## src/rtl/alu_exec_unit.sv

```systemverilog
// Execute-stage ALU: registered single-cycle ops plus an iterative shift-add multiply, valid/ready on both sides.
// Define ALU_EXEC_FAST_MUL_EN to replace the iterative multiply with a single-cycle array product.
//
// state | meaning
// IDLE  | waiting for an operation; single-cycle ops complete here
// MUL   | shift-add multiply iterating, one multiplier bit per clock
module alu_exec_unit #(
    parameter int XLEN = 32,
    parameter int SHW  = $clog2(XLEN)
) (
    input  logic            clk,
    input  logic            rst_n,
    input  logic            in_valid,
    output logic            in_ready,
    input  logic [3:0]      alu_control,
    input  logic [XLEN-1:0] src_a,
    input  logic [XLEN-1:0] src_b,
    output logic            out_valid,
    input  logic            out_ready,
    output logic [XLEN-1:0] result,
    output logic            zero,
    output logic            branch_taken,
    output logic            busy
);

    localparam logic [3:0] OP_MUL = 4'd1;
    localparam logic [3:0] OP_ADD = 4'd2;
    localparam logic [3:0] OP_SLL = 4'd3;
    localparam logic [3:0] OP_XOR = 4'd4;
    localparam logic [3:0] OP_BEQ = 4'd5;
    localparam logic [3:0] OP_SUB = 4'd6;
    localparam logic [3:0] OP_BGE = 4'd7;

    localparam logic [0:0] IDLE = 1'b0;
    localparam logic [0:0] MUL  = 1'b1;

    localparam int            CW   = $clog2(XLEN);
    localparam logic [CW-1:0] LAST = CW'(XLEN - 1);

    logic [0:0]      state;
    logic [XLEN-1:0] acc;
    logic [XLEN-1:0] mcand;
    logic [XLEN-1:0] mplier;
    logic [CW-1:0]   count;

    logic            accept;
    logic            start_mul;
    logic [XLEN-1:0] diff;
    logic [XLEN-1:0] alu_res;
    logic            alu_zero;
    logic            alu_bt;
    logic [XLEN-1:0] acc_next;

    assign in_ready = (state == IDLE) && (!out_valid || out_ready);
    assign accept   = in_valid && in_ready;
    assign diff     = src_a - src_b;

    always_comb begin
        alu_res = '0;
        alu_bt  = 1'b0;
        case (alu_control)
            OP_ADD: alu_res = src_a + src_b;
            OP_SUB: alu_res = diff;
            OP_XOR: alu_res = src_a ^ src_b;
            OP_SLL: alu_res = src_a << src_b[SHW-1:0];
            OP_BEQ: begin
                alu_res = diff;
                alu_bt  = (src_a == src_b);
            end
            OP_BGE: begin
                alu_res = diff;
                alu_bt  = ($signed(src_a) >= $signed(src_b));
            end
`ifdef ALU_EXEC_FAST_MUL_EN
            OP_MUL: alu_res = src_a * src_b;
`endif
            default: alu_res = '0;
        endcase
    end

    // For beq/bge the result is a-b, so result==0 is exactly a==b; NOPs give 0 and hence zero=1.
    assign alu_zero = (alu_res == '0);

`ifdef ALU_EXEC_FAST_MUL_EN
    assign start_mul = 1'b0;
    assign busy      = 1'b0;
`else
    assign start_mul = (alu_control == OP_MUL);
    assign busy      = (state == MUL);
`endif

    assign acc_next = mplier[0] ? (acc + mcand) : acc;

    always_ff @(posedge clk or negedge rst_n) begin
        if (!rst_n) begin
            state        <= IDLE;
            out_valid    <= 1'b0;
            result       <= '0;
            zero         <= 1'b0;
            branch_taken <= 1'b0;
            acc          <= '0;
            mcand        <= '0;
            mplier       <= '0;
            count        <= '0;
        end else begin
            case (state)
                IDLE: begin
                    if (accept) begin
                        if (start_mul) begin
                            state     <= MUL;
                            out_valid <= 1'b0;
                            acc       <= '0;
                            mcand     <= src_a;
                            mplier    <= src_b;
                            count     <= '0;
                        end else begin
                            out_valid    <= 1'b1;
                            result       <= alu_res;
                            zero         <= alu_zero;
                            branch_taken <= alu_bt;
                        end
                    end else if (out_valid && out_ready) begin
                        out_valid <= 1'b0;
                    end
                end
                MUL: begin
                    acc    <= acc_next;
                    mcand  <= mcand << 1;
                    mplier <= mplier >> 1;
                    count  <= count + 1'b1;
                    if (count == LAST) begin
                        state        <= IDLE;
                        out_valid    <= 1'b1;
                        result       <= acc_next;
                        zero         <= (acc_next == '0);
                        branch_taken <= 1'b0;
                        count        <= '0;
                    end
                end
                default: state <= IDLE;
            endcase
        end
    end

endmodule

```

## config.mk

```make
export PLATFORM = sky130hd
export DESIGN_NAME = alu_exec_unit
export DESIGN_NICKNAME = d
export VERILOG_FILES = /design/src/rtl/alu_exec_unit.sv
export SDC_FILE = /design/constraint.sdc
export NUM_CORES = 1
export LEC_CHECK = 0
export BUFFER_PORTS_ARGS = -buffer_cell sky130_fd_sc_hd__buf_2
export CAP_MARGIN = 15
export CORE_ASPECT_RATIO = 0.7
export CORE_MARGIN = 2
export CORE_UTILIZATION = 45
export CTS_CLUSTER_DIAMETER = 80
export DETAILED_ROUTE_END_ITERATION = 16
export GPL_ROUTABILITY_DRIVEN = 0
export PLACE_DENSITY = 0.64
export SLEW_MARGIN = 0
export SYNTH_ARGS = -nofsm -noshare
export SYNTH_HDL_FRONTEND = slang
export SYNTH_SLANG_ARGS = --single-unit
```

## constraint.sdc

```tcl
create_clock -name clk -period 4.68 [get_ports clk]
set_input_delay 0.702 -clock clk [delete_from_list [all_inputs] [get_ports clk]]
set_output_delay 0.702 -clock clk [all_outputs]
set_load 0.005 [all_outputs]
```

### Word level (Yosys, flattened, before mapping)

Cells that the tools add are included.

| word-level totals | value |
|---|---|
| output and inout bits | 37 |
| input bits | 72 |
| bits in registers | 137 |

| operators by class | value |
|---|---|
| $add $sub $neg | 4 |
| bitwise operators | 2 |
| magnitude comparators | 1 |
| muxes and demuxes | 37 |
| reductions and logical operators | 11 |
| shifts and indexed selects | 1 |
| equal/unequal tests | 14 |

Operators by type and width:

| kind | count |
|---|---|
| 32-bit two-way mux | 10 |
| 32-bit case mux with 2 select lines | 4 |
| 32-bit case mux with 4 select lines | 1 |
| 32-bit adder | 2 |
| 32-bit zero test | 2 |
| 32-bit equality test | 1 |
| 32-bit greater-or-equal comparator | 1 |
| 32-bit by 5-bit left shift with 32-bit output | 1 |
| 32-bit subtractor | 1 |
| 32-bit bitwise XOR | 1 |
| 4-bit by 3-bit equality test with 1-bit output, second input constant | 4 |
| 5-bit two-way mux | 3 |
| 1-bit two-way mux | 13 |
| 1-bit case mux with 2 select lines | 5 |
| 5-bit case mux with 2 select lines | 1 |
| 4-bit by 2-bit equality test with 1-bit output, second input constant | 2 |
| 2-bit inequality test, second input constant | 3 |
| 5-bit by 1-bit adder with 5-bit output, second input constant | 1 |
| 5-bit equality test, second input constant | 1 |
| 4-bit by 1-bit equality test with 1-bit output, second input constant | 1 |
| 2-bit AND reduction | 2 |
| 1-bit logical AND | 3 |
| 3-bit by 2-bit inequality test with 1-bit output, second input constant | 1 |
| 3-bit AND reduction | 1 |
| 5 further kinds | 5 |

### Logic depth before layout (Yosys ltp)

| logic depth | value |
|---|---|
| depth in word-level cells | 7 |
| mapped depth | 16 |
| mapped depth without buffers | 14 |

### Least setup slack after synthesis

OpenSTA, ideal clock, no wires.

| timing | value |
|---|---|
| path kind | input-to-reg |
| start | in src_b[2] |
| end | reg zero |
| arrival | 3.962 ns |
| setup time | 0.076 ns |
| data required time | 4.604 ns |
| cell stages on the path | 16 |
| slack | 0.642 ns |
| path through | buf_1 inv_1 clkbuf_1 ha_1 buf_2 or2_1 a211oi_2 o211a_1 a21oi_1 o21a_1 o41a_1 a221o_1 a21oi_1 o21a_1 nand4_1 o21ai_1 |

| on the way | value |
|---|---|
| longest elaborated chain between the ends | 6 |

RTL lines:

| what | RTL line | text |
|---|---|---|
| start, declared | 17 | `input logic [XLEN-1:0] src_b,` |
| 32-bit subtractor, or another cell as far along | 56 | `assign diff = src_a - src_b;` |
| 32-bit case mux with 4 select lines * | 61 | `case (alu_control)` |
| 32-bit zero test * | 82 | `assign alu_zero = (alu_res == '0);` |
| 1-bit two-way mux * | 109 | `if (start_mul) begin` |
| 1-bit two-way mux * | 108 | `if (accept) begin` |
| 1-bit case mux with 2 select lines * | 106 | `case (state)` |
| end signal, assigned | 119 | `zero <= alu_zero;` |
| end signal, assigned | 135 | `zero <= (acc_next == '0);` |
| end, declared | 21 | `output logic zero,` |

Every way passes the cells marked *; elsewhere a longest branch is shown, timed or not. The select of a mux whose other input is x is not followed.
A chain may end at the register's enable or synchronous reset.

### Worst setup path in the final report

| timing | value |
|---|---|
| start | in src_b[4] |
| end | reg zero |

The elaborated chain is that of the path after synthesis.

==> impl.org <==
** Outcome
- Outcome :: completed

** Yosys
- Proportion of synthesized flip-flops having asynchronous set or reset :: 100.0%
- Post-Synth XOR/XNOR Area :: 1.831%
- Post-synth top area share :: 23.12%
- Yosys printed 0 warnings.
- Synth unique cells :: 101
- Summed over all instances, the cell type with the most area after synthesis is sky130_fd_sc_hd__dfrtp_1.
- After Yosys synthesis, full adders, half adders and majority gates account for 8.676% of the synthesized area.
- Counting every net in the synthesized netlist gives 2077.
- Largest family of logic cells by synthesized area :: compound AO/OA/AOI/OAI gates
- In the synthesized netlist, the number of instances is 1904.
- Counting flops with a built-in enable in the synthesized netlist gives 0.
- The synthesized netlist devotes 28.27% of its cell area to compound gates.
- Simple-gate share of the synthesized area :: 21.63%
- Post-synthesis sequential area ratio :: 23.12%
- The portion of synthesized area spent on multiplexers is 10.83%.
- Mean Syn Cell Area :: 7.786 sq um
- Main synth FF type :: sky130_fd_sc_hd__dfrtp_1
- Leading cell types by total area after synthesis :: sky130_fd_sc_hd__dfrtp_1, sky130_fd_sc_hd__ha_1, sky130_fd_sc_hd__nand2_1, sky130_fd_sc_hd__o21ai_0, sky130_fd_sc_hd__mux2i_1
- After synthesis the netlist holds a flip-flop and latch count of 137.
- Cell Area, Synth :: 0.01483 sq mm

** Global route
- Overall fraction of global-route tracks in use :: 31.59%
- Vias in the first global route :: 14660
- Initial antenna violation count :: 0
- Pin count of the biggest net entering global routing :: 86
- Summed over all layers, the global routing overflow is 0.
- The first global-routing pass estimated 85910 um of wire.

** Detailed routing
- Average routed wire per standard cell :: 23.01 um
- Count of vias placed by the detailed router :: 16070
- Wires add up to 55090 um.
- In the routed design, unresolved DRC markers number 0.
- Ratio of routed vias to standard cells :: 6.713
- The detailed router finished its first iteration with 2226 violations.
- For this run, the detailed router's first-pass iteration total came to 7.
- Post-route antenna net violation count :: 0

** Floorplanning
- During I/O placement, the number of pins put on the boundary was 109.
- Measured along the x axis, the die boundary spans 220.9 um.
- Chip height :: 155.9 um
- The initial utilization of the core area, before any placement, comes to 45.84%.
- Area of the die :: 0.03444 sq mm
- Total number of placement rows :: 55
- In this run the standard cell core region covers 0.03234 sq mm.

** Timing
- Slew HR :: 22.40%
- Setup violations remaining at the end of the flow were counted as 0.
- The final number of max-transition violations is 0.
- At the pin with the least slew margin, the transition time is 1.152 ns.
- Setup repair after global routing missed its margin :: no
- Achievable clock frequency :: 232.5 MHz
- Setup TNS Final :: 0 ns
- For the final database, setup skew stands at 0.008552 ns.
- In the finished design, the share of the clock period the worst path needs comes to 91.91%.
- Worst setup slack after layout :: 0.3786 ns
- The final hold violation count was 0.
- Hold is met by 0.3175 ns.
- The routed design could run at a clock period as short as 4.301 ns.

** Pwr
- Worst vdd ir :: 247.3 uV
- Switching component of the power :: 2.910 mW
- Sw frac :: 44.95%
- Static Leakage :: 7.282 nW
- Logic pwr share :: 47.9%
- Pwr per Cell Area :: 396.0 mW/mm^2
- Share of power burned in registers :: 30.6%
- The internal portion of the total power is 3.564 mW.
- The clock network is responsible for 21.5% of the overall power.

** CTS
- The H-tree was split into 4 levels.
- CTS Root Buffer Type :: sky130_fd_sc_hd__clkbuf_16
- Setup Fix Bufs, Post-CTS :: 0
- TritonCTS clock tree :: built
- The clock passes through at most 2 buffers.
- Number of clock sinks :: 137
- Clock transition at the register clock pins on the worst setup and hold paths after CTS :: 0.07 ns
- Clock buffer count from CTS :: 17
- Buffers inserted to repair hold after CTS numbered 0.
- Once the clock tree was built, the resizer swapped 0 gates to a different size.
- For the worst-skew pair, the clock arrives at the later sink with an insertion delay of 0.46 ns.

** Hold path
- Class of the tightest hold or removal check :: primary input to async pin

** Critical path
- STA classifies the critical path endpoint as a register.
- Data required, critical path :: 5.06 ns
- Along the worst path, the maximum fanout reaches 9.
- Type of the worst setup path :: primary input to register
- At the worst endpoint, the arrival time is 4.68 ns.
- Setup crit start kind :: primary input

** Cells and area
- The area growth from synthesis to layout is 10.28%.
- Cells fill 50.55% of the core in the end.
- Excluding fillers, the count of instances in the completed layout stands at 2394.
- Total number of nets in the final design :: 2127
- Final-layout fill cell count :: 3188
- ANT cells :: 0
- In the final layout, the share of cells above drive strength 1 is 13.37%.

** Place
- Setup WS pre-CTS :: 0.1446 ns
- The count of buffers added on input and output ports is 108.
- Once detailed placement completed, the half-perimeter wirelength came to 41790 um.
- Post-placement cell count :: 2362

** Flow run
- Across the run, the number of max-cap violations was 0.
## cell usage after synthesis, drive strengths merged (10+ instances only)
cell and count:
nand2 247, o21ai 179, nor2 161, a21oi 153, dfrtp 137, ha 98
clkbuf 88, mux2i 79, inv 73, nand3 57, nor3 46, buf 40
a21o 31, a211oi 29, mux4 28, xnor2 24, o211ai 21, o22ai 21
a221o 19, a31oi 19, nand4 19, nor2b 18, nor4 17, and2 16
mux2 16, nand2b 15, o221ai 15, o31ai 15, o21a 13, a2111oi 11
a22oi 11, and3 11, or3 11, o21bai 10
## logic make-up after synthesis
logic type,after synthesis
fa+ha+maj,101
mux,123
xor+xnor,31
simple gates,675
buf+inv,201
flops,137
compound gates,636
## worst paths after layout
check,start,end,slack (ns),depth (start not counted)
min in group clk,mplier[9]$_DFFE_PN0P_,mplier[8]$_DFFE_PN0P_,0.48,2
worst min-delay path,rst_n,mplier[2]$_DFFE_PN0P_,0.32,1
max in group asynchronous,rst_n,result[31]$_DFFE_PN0P_,3.37,2
worst max register to register,acc[0]$_DFFE_PN0P_,zero$_DFFE_PN0P_,0.47,13
worst min register to register,mplier[9]$_DFFE_PN0P_,mplier[8]$_DFFE_PN0P_,0.48,2
worst max-delay path,src_b[4],zero$_DFFE_PN0P_,0.38,14
## critical path: stages
cell and delay, ns:
sky130_fd_sc_hd__buf_2 0.20, sky130_fd_sc_hd__inv_1 0.15, sky130_fd_sc_hd__ha_1 0.51, sky130_fd_sc_hd__inv_2 0.09, sky130_fd_sc_hd__a221oi_2 0.47, sky130_fd_sc_hd__a211oi_2 0.26, sky130_fd_sc_hd__or4b_1 0.63, sky130_fd_sc_hd__a21oi_1 0.20
sky130_fd_sc_hd__o21ai_0 0.12, sky130_fd_sc_hd__a21oi_1 0.33, sky130_fd_sc_hd__o2111ai_1 0.17, sky130_fd_sc_hd__nor4_1 0.50, sky130_fd_sc_hd__nand4_1 0.18, sky130_fd_sc_hd__o21ai_1 0.15
## final cells by class
| type | count | area, sq um | area share (%) |
|---|---|---|---|
| clock buffer | 18 | 439.2 | 2.686 |
| clock inverter | 14 | 137.6 | 0.8418 |
| inverter | 73 | 276.5 | 1.691 |
| multi-input combinational | 1566 | 10590 | 64.77 |
| sequential | 137 | 3433 | 21.00 |
| tap | 427 | 534.3 | 3.268 |
| timing repair buffer | 159 | 939.7 | 5.747 |
## power groups by stage
stage	clock network [mW]	logic, mW	registers (mW)
final	1.39	3.10	1.98
after CTS	1.40	3.04	1.97
after global routing	1.46	3.43	2.04
after global placement	0	2.96	1.98
after floorplan	0	2.19	1.87
after detailed placement	0	3.03	1.99
## routing by layer
| layer | track usage, % | share of wire, % | up-vias |
|---|---|---|---|
| met5 | 0 | 0 | - |
| met4 | 9.748 | 2.7 | 0 |
| met3 | 8.117 | 12 | 132 |
| met2 | 44.51 | 40 | 1065 |
| met1 | 46.71 | 45 | 7676 |
| li1 | - | - | 7197 |
## cell usage in the layout, fill, tap and decap left out, types with 18 or more instances in the layout
cell type,netlist,layout
sky130_fd_sc_hd__buf_2,21,108
sky130_fd_sc_hd__mux4_2,27,27
sky130_fd_sc_hd__nand2_1,247,247
sky130_fd_sc_hd__o211ai_1,21,21
sky130_fd_sc_hd__a221o_1,19,19
sky130_fd_sc_hd__nor2b_1,18,18
sky130_fd_sc_hd__inv_1,66,65
sky130_fd_sc_hd__dfrtp_1,137,135
sky130_fd_sc_hd__mux2i_1,79,79
sky130_fd_sc_hd__a21o_1,31,31
sky130_fd_sc_hd__xnor2_1,24,24
sky130_fd_sc_hd__nand4_1,19,19
sky130_fd_sc_hd__nor2_1,161,161
sky130_fd_sc_hd__o21ai_0,160,160
sky130_fd_sc_hd__buf_4,3,49
sky130_fd_sc_hd__a31oi_1,19,19
sky130_fd_sc_hd__o22ai_1,21,21
sky130_fd_sc_hd__a211oi_1,27,27
sky130_fd_sc_hd__o21ai_1,19,19
sky130_fd_sc_hd__nor3_1,44,44
sky130_fd_sc_hd__nand3_1,57,56
sky130_fd_sc_hd__ha_1,98,98
sky130_fd_sc_hd__a21oi_1,152,152
## state kept, by name, indices dropped and copies added (netlist names)
name and cells:
result 32, count 5, mcand 32, busy 1
acc 32, branch_taken 1, zero 1, out_valid 1
mplier 32
## metrics by stage
| step | total power, mW | instance area (sq um) |
|---|---|---|
| 5_1_grt | 6.923 | 16350 |
| 3_3_place_gp | 4.942 | 15760 |
| 4_1_cts | 6.419 | 16340 |
| 2_1_floorplan | 4.055 | 14830 |
| 6_report | 6.474 | 16350 |
| 3_5_place_dp | 5.015 | 15760 |
(Power assumes the default switching activity.)
